`config.mk`:
```
export PLATFORM = sky130hd
export DESIGN_NAME = gemm_desc_issuer_flat
export DESIGN_NICKNAME = d
export VERILOG_FILES = /design/src/rtl/gemm_desc_issuer_if.sv /design/src/rtl/gemm_desc_issuer.sv /design/src/flat_wrapper.sv
export SDC_FILE = /design/constraint.sdc
export NUM_CORES = 1
export LEC_CHECK = 0
export BUFFER_PORTS_ARGS = -buffer_cell sky130_fd_sc_hd__buf_2
export CORE_AREA = 2 2 172 174
export CTS_CLUSTER_SIZE = 30
export DETAILED_ROUTE_END_ITERATION = 10
export DIE_AREA = 0 0 174 176
export GPL_ROUTABILITY_DRIVEN = 0
export PLACE_DENSITY = 0.69
export SLEW_MARGIN = 15
export SYNTH_ARGS = -nofsm -noshare
export SYNTH_HDL_FRONTEND = slang
export SYNTH_SLANG_ARGS = --single-unit
```
`constraint.sdc`:
```
create_clock -name clk -period 6.26 [get_ports clk]
set_clock_uncertainty 0.15 [all_clocks]
set_input_delay 0.626 -clock clk [delete_from_list [all_inputs] [get_ports clk]]
set_output_delay 0.626 -clock clk [all_outputs]
set_load 0.1 [all_outputs]
```
`src/rtl/gemm_desc_issuer_if.sv`:
```
// Descriptor handshake and system-bus signals for gemm_desc_issuer.
// master = issuer side, slave = command source / bus target side.
interface gemm_desc_issuer_if;
  localparam int unsigned AW = 32;
  localparam int unsigned DW = 32;
  localparam int unsigned SW = 5;

  logic          desc_valid;
  logic          desc_ready;
  logic [DW-1:0] desc_a_addr;
  logic [DW-1:0] desc_b_addr;
  logic [DW-1:0] desc_c_addr;
  logic [DW-1:0] desc_a_stride;
  logic [DW-1:0] desc_b_stride;
  logic [SW-1:0] desc_msize;
  logic [SW-1:0] desc_ksize;
  logic [SW-1:0] desc_nsize;
  logic          desc_store;
  logic          desc_overwrite;

  logic          system_bus_en;
  logic          system_bus_rdwr;
  logic [AW-1:0] system_bus_addr;
  logic [DW-1:0] system_bus_wr_data;
  logic [DW-1:0] system_bus_rd_data;

  modport master (
    input  desc_valid, desc_a_addr, desc_b_addr, desc_c_addr,
           desc_a_stride, desc_b_stride, desc_msize, desc_ksize, desc_nsize,
           desc_store, desc_overwrite, system_bus_rd_data,
    output desc_ready, system_bus_en, system_bus_rdwr, system_bus_addr,
           system_bus_wr_data
  );

  modport slave (
    output desc_valid, desc_a_addr, desc_b_addr, desc_c_addr,
           desc_a_stride, desc_b_stride, desc_msize, desc_ksize, desc_nsize,
           desc_store, desc_overwrite, system_bus_rd_data,
    input  desc_ready, system_bus_en, system_bus_rdwr, system_bus_addr,
           system_bus_wr_data
  );
endinterface

```
`src/rtl/gemm_desc_issuer.sv`:
```
// Issues GEMM tile descriptors as seven bus writes after polling the config FIFO full flag.
// Optional poll timeout enabled by defining GEMM_ISSUER_TIMEOUT_EN.
module gemm_desc_issuer #(
  parameter logic [31:0] BASE_ADDR      = 32'h9000_0000,
  parameter int unsigned TIMEOUT_CYCLES = 1024
) (
  input  logic                clk,
  input  logic                rst,
  gemm_desc_issuer_if.master  bus,
  output logic                busy,
  output logic [15:0]         issued_count,
  output logic                err_timeout
);
  localparam int unsigned AW = 32;
  localparam int unsigned DW = 32;
  localparam int unsigned SW = 5;
  localparam int unsigned CW = 16;

  typedef enum logic [3:0] {
    S_IDLE, S_POLL, S_WR0, S_WR1, S_WR2, S_WR3, S_WR4, S_WR5, S_WR6
  } state_e;

  state_e state_q, state_d;

  logic [DW-1:0] a_addr_q, a_addr_d, b_addr_q, b_addr_d, c_addr_q, c_addr_d;
  logic [DW-1:0] a_stride_q, a_stride_d, b_stride_q, b_stride_d;
  logic [SW-1:0] msize_q, msize_d, ksize_q, ksize_d, nsize_q, nsize_d;
  logic          store_q, store_d, overwrite_q, overwrite_d;

  logic          accept;
  logic          fifo_full;
  logic          timeout_hit;
  logic [CW-1:0] issued_q, issued_d;

  logic          en_q, en_d, rdwr_q, rdwr_d;
  logic [AW-1:0] addr_q, addr_d;
  logic [DW-1:0] wdata_q, wdata_d;
  logic          ready_q, ready_d, busy_q, busy_d, err_q, err_d;

  logic [DW-2:0] unused_rd_bits;

  assign accept         = (state_q == S_IDLE) && bus.desc_valid;
  assign fifo_full      = bus.system_bus_rd_data[0];
  assign unused_rd_bits = bus.system_bus_rd_data[DW-1:1];

  // Descriptor capture; fields are frozen from acceptance until the next IDLE.
  always_comb begin
    a_addr_d    = a_addr_q;
    b_addr_d    = b_addr_q;
    c_addr_d    = c_addr_q;
    a_stride_d  = a_stride_q;
    b_stride_d  = b_stride_q;
    msize_d     = msize_q;
    ksize_d     = ksize_q;
    nsize_d     = nsize_q;
    store_d     = store_q;
    overwrite_d = overwrite_q;
    if (accept) begin
      a_addr_d    = bus.desc_a_addr;
      b_addr_d    = bus.desc_b_addr;
      c_addr_d    = bus.desc_c_addr;
      a_stride_d  = bus.desc_a_stride;
      b_stride_d  = bus.desc_b_stride;
      msize_d     = bus.desc_msize;
      ksize_d     = bus.desc_ksize;
      nsize_d     = bus.desc_nsize;
      store_d     = bus.desc_store;
      overwrite_d = bus.desc_overwrite;
    end
  end

`ifdef GEMM_ISSUER_TIMEOUT_EN
  localparam int unsigned PCW = $clog2(TIMEOUT_CYCLES) + 1;

  logic [PCW-1:0] poll_cnt_q, poll_cnt_d;
  logic           poll_expired;

  // Counts POLL cycles already spent; zero on the first POLL cycle.
  assign poll_cnt_d   = (state_q == S_POLL) ? poll_cnt_q + PCW'(1) : '0;
  assign poll_expired = (poll_cnt_q == PCW'(TIMEOUT_CYCLES - 1));

  always_ff @(posedge clk or negedge rst) begin
    if (!rst) poll_cnt_q <= '0;
    else      poll_cnt_q <= poll_cnt_d;
  end
`else
  logic [31:0] unused_timeout_cycles;
  assign unused_timeout_cycles = 32'(TIMEOUT_CYCLES);
`endif

  // Next-state logic.
  always_comb begin
    state_d     = state_q;
    timeout_hit = 1'b0;
    unique case (state_q)
      S_IDLE: if (bus.desc_valid) state_d = S_POLL;
      S_POLL: begin
        if (!fifo_full) begin
          state_d = S_WR0;
        end
`ifdef GEMM_ISSUER_TIMEOUT_EN
        else if (poll_expired) begin
          state_d     = S_IDLE;
          timeout_hit = 1'b1;
        end
`endif
      end
      S_WR0:   state_d = S_WR1;
      S_WR1:   state_d = S_WR2;
      S_WR2:   state_d = S_WR3;
      S_WR3:   state_d = S_WR4;
      S_WR4:   state_d = S_WR5;
      S_WR5:   state_d = S_WR6;
      S_WR6:   state_d = S_IDLE;
      default: state_d = S_IDLE;
    endcase
  end

  // Output decode from the upcoming state so every output leaves a flop.
  always_comb begin
    en_d    = 1'b0;
    rdwr_d  = 1'b0;
    addr_d  = '0;
    wdata_d = '0;
    ready_d = (state_d == S_IDLE);
    busy_d  = (state_d != S_IDLE);
    err_d   = timeout_hit;
    case (state_d)
      S_POLL: begin en_d = 1'b1; addr_d = BASE_ADDR; end
      S_WR0:  begin en_d = 1'b1; rdwr_d = 1'b1; addr_d = BASE_ADDR + AW'(0);  wdata_d = a_addr_q;   end
      S_WR1:  begin en_d = 1'b1; rdwr_d = 1'b1; addr_d = BASE_ADDR + AW'(4);  wdata_d = b_addr_q;   end
      S_WR2:  begin en_d = 1'b1; rdwr_d = 1'b1; addr_d = BASE_ADDR + AW'(8);  wdata_d = c_addr_q;   end
      S_WR3:  begin en_d = 1'b1; rdwr_d = 1'b1; addr_d = BASE_ADDR + AW'(12); wdata_d = a_stride_q; end
      S_WR4:  begin en_d = 1'b1; rdwr_d = 1'b1; addr_d = BASE_ADDR + AW'(16); wdata_d = b_stride_q; end
      S_WR5:  begin en_d = 1'b1; rdwr_d = 1'b1; addr_d = BASE_ADDR + AW'(20);
                    wdata_d = DW'({overwrite_q, store_q}); end
      // Dimension word goes last: its FIFO becoming non-empty marks the descriptor ready.
      S_WR6:  begin en_d = 1'b1; rdwr_d = 1'b1; addr_d = BASE_ADDR + AW'(24);
                    wdata_d = DW'({nsize_q, ksize_q, msize_q}); end
      default: ;
    endcase
  end

  assign issued_d = (state_q == S_WR6) ? issued_q + CW'(1) : issued_q;

  always_ff @(posedge clk or negedge rst) begin
    if (!rst) begin
      state_q     <= S_IDLE;
      a_addr_q    <= '0;
      b_addr_q    <= '0;
      c_addr_q    <= '0;
      a_stride_q  <= '0;
      b_stride_q  <= '0;
      msize_q     <= '0;
      ksize_q     <= '0;
      nsize_q     <= '0;
      store_q     <= 1'b0;
      overwrite_q <= 1'b0;
      issued_q    <= '0;
      en_q        <= 1'b0;
      rdwr_q      <= 1'b0;
      addr_q      <= '0;
      wdata_q     <= '0;
      ready_q     <= 1'b1;
      busy_q      <= 1'b0;
      err_q       <= 1'b0;
    end else begin
      state_q     <= state_d;
      a_addr_q    <= a_addr_d;
      b_addr_q    <= b_addr_d;
      c_addr_q    <= c_addr_d;
      a_stride_q  <= a_stride_d;
      b_stride_q  <= b_stride_d;
      msize_q     <= msize_d;
      ksize_q     <= ksize_d;
      nsize_q     <= nsize_d;
      store_q     <= store_d;
      overwrite_q <= overwrite_d;
      issued_q    <= issued_d;
      en_q        <= en_d;
      rdwr_q      <= rdwr_d;
      addr_q      <= addr_d;
      wdata_q     <= wdata_d;
      ready_q     <= ready_d;
      busy_q      <= busy_d;
      err_q       <= err_d;
    end
  end

  assign bus.desc_ready         = ready_q;
  assign bus.system_bus_en      = en_q;
  assign bus.system_bus_rdwr    = rdwr_q;
  assign bus.system_bus_addr    = addr_q;
  assign bus.system_bus_wr_data = wdata_q;
  assign busy                   = busy_q;
  assign issued_count           = issued_q;
  assign err_timeout            = err_q;
endmodule

```
`src/flat_wrapper.sv`:
```
// flat-port wrapper written by rule: the top's interface ports become plain ports
module gemm_desc_issuer_flat 
#(
  parameter logic [31:0] BASE_ADDR      = 32'h9000_0000,
  parameter int unsigned TIMEOUT_CYCLES = 1024
)
  (clk, rst, busy, issued_count, err_timeout, bus_desc_valid, bus_desc_a_addr, bus_desc_b_addr, bus_desc_c_addr, bus_desc_a_stride, bus_desc_b_stride, bus_desc_msize, bus_desc_ksize, bus_desc_nsize, bus_desc_store, bus_desc_overwrite, bus_system_bus_rd_data, bus_desc_ready, bus_system_bus_en, bus_system_bus_rdwr, bus_system_bus_addr, bus_system_bus_wr_data);
  gemm_desc_issuer_if bus_i ();
  input  logic clk;
  input  logic rst;
  output logic busy;
  output logic [15:0] issued_count;
  output logic err_timeout;
  input wire logic [$bits(bus_i.desc_valid)-1:0] bus_desc_valid;
  input wire logic [$bits(bus_i.desc_a_addr)-1:0] bus_desc_a_addr;
  input wire logic [$bits(bus_i.desc_b_addr)-1:0] bus_desc_b_addr;
  input wire logic [$bits(bus_i.desc_c_addr)-1:0] bus_desc_c_addr;
  input wire logic [$bits(bus_i.desc_a_stride)-1:0] bus_desc_a_stride;
  input wire logic [$bits(bus_i.desc_b_stride)-1:0] bus_desc_b_stride;
  input wire logic [$bits(bus_i.desc_msize)-1:0] bus_desc_msize;
  input wire logic [$bits(bus_i.desc_ksize)-1:0] bus_desc_ksize;
  input wire logic [$bits(bus_i.desc_nsize)-1:0] bus_desc_nsize;
  input wire logic [$bits(bus_i.desc_store)-1:0] bus_desc_store;
  input wire logic [$bits(bus_i.desc_overwrite)-1:0] bus_desc_overwrite;
  input wire logic [$bits(bus_i.system_bus_rd_data)-1:0] bus_system_bus_rd_data;
  output wire logic [$bits(bus_i.desc_ready)-1:0] bus_desc_ready;
  output wire logic [$bits(bus_i.system_bus_en)-1:0] bus_system_bus_en;
  output wire logic [$bits(bus_i.system_bus_rdwr)-1:0] bus_system_bus_rdwr;
  output wire logic [$bits(bus_i.system_bus_addr)-1:0] bus_system_bus_addr;
  output wire logic [$bits(bus_i.system_bus_wr_data)-1:0] bus_system_bus_wr_data;
  assign bus_i.desc_valid = bus_desc_valid;
  assign bus_i.desc_a_addr = bus_desc_a_addr;
  assign bus_i.desc_b_addr = bus_desc_b_addr;
  assign bus_i.desc_c_addr = bus_desc_c_addr;
  assign bus_i.desc_a_stride = bus_desc_a_stride;
  assign bus_i.desc_b_stride = bus_desc_b_stride;
  assign bus_i.desc_msize = bus_desc_msize;
  assign bus_i.desc_ksize = bus_desc_ksize;
  assign bus_i.desc_nsize = bus_desc_nsize;
  assign bus_i.desc_store = bus_desc_store;
  assign bus_i.desc_overwrite = bus_desc_overwrite;
  assign bus_i.system_bus_rd_data = bus_system_bus_rd_data;
  assign bus_desc_ready = bus_i.desc_ready;
  assign bus_system_bus_en = bus_i.system_bus_en;
  assign bus_system_bus_rdwr = bus_i.system_bus_rdwr;
  assign bus_system_bus_addr = bus_i.system_bus_addr;
  assign bus_system_bus_wr_data = bus_i.system_bus_wr_data;
  gemm_desc_issuer #(.BASE_ADDR(BASE_ADDR), .TIMEOUT_CYCLES(TIMEOUT_CYCLES)) u_core (.clk(clk), .rst(rst), .bus(bus_i), .busy(busy), .issued_count(issued_count), .err_timeout(err_timeout));
endmodule
```
## Word level (Yosys, flattened, before mapping)

Cells that the tools add are included.

| storage, ports and cells | value |
|---|---|
| output and inout port bits | 85 |
| register bits | 265 |
| input bits | 212 |
| word-level logic and storage cells | 49 |

| cells by class | value |
|---|---|
| reduce and logical (&&, ||, !) cells | 7 |
| muxes and demuxes | 7 |
| add/sub/neg operators | 1 |
| equal/unequal tests | 16 |

Operators by type and width:

| kind | count |
|---|---|
| 32-bit one-hot mux with 7 select lines | 2 |
| 4-bit by 3-bit == test with 1-bit output (second input constant) | 8 |
| 4-bit one-hot mux with 8 select lines | 1 |
| 16-bit by 1-bit adder with 16-bit output (second input constant) | 1 |
| 4-bit by 2-bit == test with 1-bit output (second input constant) | 4 |
| 4-bit by 1-bit == test with 1-bit output (second input constant) | 2 |
| 4-bit == test (second input constant) | 2 |
| 4-bit zero test | 2 |
| 4-bit two-way mux | 2 |
| 8-bit OR reduction | 1 |
| 7-bit OR reduction | 1 |
| 4-bit nonzero test | 1 |
| 1-bit two-way mux | 2 |
| 2-bit OR reduction | 1 |
| 1-bit logical AND | 1 |

## Longest topological paths before layout

| depth | value |
|---|---|
| depth after elaboration | 5 |
| mapped depth | 7 |
| mapped depth without buffers | 5 |

## Worst setup path before layout

OpenSTA, ideal clock, no wires.

| timing path | value |
|---|---|
| path type | reg2reg |
| start point | reg u_core.issued_q[3], in the netlist u_core.issued_count[3] |
| end point | reg u_core.issued_q[15], in the netlist u_core.issued_count[15] |
| library setup time | 0.161 ns |
| required time | 5.949 ns |
| period minus slack after synthesis | 2.338 ns |
| path buffers | 1 |
| setup slack | 3.922 ns |
| cell stages (with the launch flop) | 6 |
| arrival time | 2.027 ns |
| path through | dfrtp_1 -> nand4_1 -> or4_4 -> buf_6 -> nor3_4 -> xor2_1 |

| between the ends | value |
|---|---|
| cells in the longest elaborated chain, start to end | 1 |

RTL lines:

| item | line | RTL |
|---|---|---|
| start: declaration | gemm_desc_issuer.sv:33 | `logic [CW-1:0] issued_q, issued_d;` |
| start signal: assignment | gemm_desc_issuer.sv:179 | `issued_q <= issued_d;` |
| 16-bit by 1-bit adder with 16-bit output | gemm_desc_issuer.sv:144 | `assign issued_d = (state_q == S_WR6) ? issued_q + CW'(1) : issued_q;` |

Every way passes these cells.
A chain may end at the register's enable or synchronous reset.

## Worst setup path in the final report

| timing path | value |
|---|---|
| start point | reg u_core.state_q[0] |
| end point | reg u_core.c_addr_q[9] |

| between the ends | value |
|---|---|
| cells in the longest elaborated chain, start to end | 2 |

RTL lines:

| item | line | RTL |
|---|---|---|
| start: declaration | gemm_desc_issuer.sv:23 | `state_e state_q, state_d;` |
| start signal: assignment | gemm_desc_issuer.sv:168 | `state_q <= state_d;` |
| 4-bit zero test | gemm_desc_issuer.sv:42 | `assign accept = (state_q == S_IDLE) && bus.desc_valid;` |
| 1-bit logical AND | gemm_desc_issuer.sv:42 |  |
| end signal: assignment | gemm_desc_issuer.sv:171 | `c_addr_q <= c_addr_d;` |
| end: declaration | gemm_desc_issuer.sv:25 | `logic [DW-1:0] a_addr_q, a_addr_d, b_addr_q, b_addr_d, c_addr_q, c_addr_d;` |

Every way passes these cells.

==> impl_results.md <==
- Max Buffers Root-to-Sink: 3
- Design Area, Final: 12,300 µm²
- Peak supply drop: 0.249 mV
- Antenna violations before repair: 8
- CP Capture Type: register
- CTS tree: done
- Post-CTS Setup Inserts: 0
- Run status: finished with violations
- Later-pin clock latency in the skew report: 530 ps
- Setup violators final: 0
- Total CTS buffers: 26
- Final #Nets: 1,159
- Clock-pin slew on the worst setup and hold paths: ~60 ps
- Hold Vio Cnt, Final: 4
- H-Tree Depth: 1
- Critical Path RT: 6520 ps
- FILL cells: 2,708
- Final wirelength: around 24 mm
- WHS: -26.1 ps
- Placed inst area: 11,500 µm²
- Grt ovf: 0
- Sequential Power Share: 0.389
- Mapped Area: 9990 µm²
- Failing checks: hold timing
- HPWL Detailed: between 15 and 20 mm
- Drt pass-1 iters: 4
- Die width: 174 µm
- GRT Util Overall: 0.155
- Area occupied by multi-input gates: 3760 µm²
- Crit path launch type: register
- Largest net degree at the start of global routing: 148
- Gate power share: 0.398
- Vias per cell: between 4 and 5
- Max FO, Critical Path: ~150
- Count of cell types in the netlist: 46
- I/O pin cnt: 297
- Int Pwr: 4180 µW
- P_leak: 0.00580 µW
- Die height: 176 µm
- Post_cts resized: 0
- Clock Sinks: 237
- Tightest Pin Transition: 1010 ps
- Drc violations: 0
- Cell count after synthesis: ~700
- Max_cap viols: 0
- Top-area cell type share of the netlist area: 0.591
- Clock power frac: 0.213
- Slew Viols, Final: 0
- Top post-synthesis cells by area: dfrtp_1 59%, mux2_2 21%, mux2i_1 4.2%, buf_4 2.2%, nand2_1 1.6%
- DIE AREA: 30,600 µm²
- Avg Synthesized Cell Area: 13.9 µm²
- Sw Ratio: 0.394
- Number of global-route vias before repair: 6,674
- Final cycle utilization of the critical path: 0.528
- Starting Density: 0.350
- Crit path kind: register to register
- DRT iter0 DRCs: 312
- Post-CTS Hold Buffers: 0
- Final ANT Viol Nets: 0
- # rows: 62
- Count leader, synth: dfrtp_1
- WL per Instance: 17.6 µm
- Area grow syn2layout: 23.1%
- Via count: 6,466
- Async S/R FF share, synth: 1.00
- Worst rel slew slack: 0.323
- Most used DFF post-synth: dfrtp_1
- Max Fclk: 0.302 GHz
- Root buffer cell: clkbuf_16
- Hold WC Path Type: primary input to async pin
- Pwr per Cell Area: 562 nW/µm²
- CP Data Arrival Time: 3570 ps
- I/O Buffers: about 240
- Sequential area share after synthesis: 0.594
- Yosys reg bits: 237
- NetSw: ~2700 µW
- RSZ-0062 raised after global routing: no
- Cell taking the most area after synthesis: dfrtp_1
- First-pass GRT wire length: ~37 mm
- Core Region: 28,500 µm²
- Critical R2R Launch: u_core.state_q[0]
- Layout cell share with drive strength beyond 1: 0.490
- Top cells by count, synth: 236 x dfrtp_1, 183 x mux2_2, 42 x mux2i_1, 42 x nand2_1
- Crit path from: u_core.state_q[0]
- Post-route minimum period: 3310 ps
- Total negative setup slack: 0 ps
- Number of flops mapped to enable cells by yosys: 0
- Yosys warns: 0
- Reg area: between 5000 and 6000 µm²
==> state kept, by name, indices dropped and copies added, names as in the netlist <==
register and flops:
u_core.a_addr_q 32, u_core.a_stride_q 32, u_core.b_addr_q 32, u_core.b_stride_q 32
u_core.bus.desc_ready 1, u_core.bus.system_bus_addr 4, u_core.bus.system_bus_en 1, u_core.bus.system_bus_rdwr 1
u_core.bus.system_bus_wr_data 32, u_core.busy 1, u_core.c_addr_q 32, u_core.issued_count 16
u_core.ksize_q 5, u_core.msize_q 5, u_core.nsize_q 5, u_core.overwrite_q 1
u_core.state_q 4, u_core.store_q 1
==> per-layer routing <==
| metal | vias up | GRT usage | share of wire |
|---|---|---|---|
| li1 | 2992 | - | - |
| met1 | 3208 | 0.204 | 0.43 |
| met2 | 222 | 0.253 | 0.47 |
| met3 | 36 | 0.0444 | 0.077 |
| met4 | 8 | 0.0368 | 0.021 |
| met5 | - | 0 | 0.0020 |
==> layout by cell type, fill, tap and decap left out, drive strengths merged, types with 6 or more instances in the layout <==
master   netlist  final
o211ai         6      6
nor2          14     14
conb           1     28
o21ai          7      7
nor3           9      9
xor2           6      6
dfrtp        236    236
mux2i         42     42
mux2         183    183
clkbuf        29     41
o221ai        17     17
a22oi         11     11
a2bb2oi        7      7
buf           41    245
xnor2         10     10
nand2         42     42
==> final cells by class <==
type	count	share of cell area
Antenna cell	2	0.000407
Timing Repair Buffer	245	0.103
Sequential cell	237	0.483
Clock inverter	7	0.00601
Clock buffer	41	0.0608
Multi-Input combinational cell	431	0.306
Inverter	5	0.00153
Tap cell	384	0.0391
==> final timing paths <==
check	to	slack (ps)	cells past startpoint
min	u_core.c_addr_q[28]	-30	1
max in group asynchronous	u_core.state_q[0]	4500	2
min in group clk	u_core.c_addr_q[0]	170	2
min reg2reg	u_core.issued_count[15]	310	1
max reg2reg	u_core.c_addr_q[9]	2950	4
max	u_core.c_addr_q[9]	2950	4
==> logic make-up after synthesis <==
family | synth area share
flip-flops | 0.594
multiplexers | 0.248
AND/OR/NAND/NOR | 0.0454
buffers and inverters | 0.0415
AO/OA/AOI/OAI | 0.0550
XOR/XNOR | 0.0140
adder cells (fa/ha/maj) | 0.00125
other | 0.000376
==> power by group through the flow <==
stage / Sequential [µW] / Combinational (µW) / Clock (µW)
floorplan: 3280 / 1570 / 0
global placement: 2680 / 2730 / 0
detailed placement: 2710 / 2780 / 0
CTS: 2690 / 2780 / 1510
global route: 2780 / 2930 / 1580
finish: 2690 / 2750 / 1470
==> through the flow <==
step | setup WS [ps] | power, µW | hold WS [ps] | utilization | std cells
2_1_floorplan | 3920 | 4850 | 180 | - | 743
3_3_place_gp | 3050 | 5410 | 306 | 0.402 | 1302
3_5_place_dp | 3020 | 5490 | 309 | 0.402 | 1302
4_1_cts | 3010 | 6980 | 22.5 | 0.430 | 1350
5_1_grt | 2800 | 7290 | 61.4 | 0.430 | 1351
6_report | 2950 | 6900 | -26.1 | 0.430 | 1352
==> critical path, cell delays in order (launching register included) <==
cell and delay [ps]:
dfrtp_4 1000, nor2_1 260, nand3_4 440, buf_12 490
mux2_2 420
(Power assumes the default switching activity.)
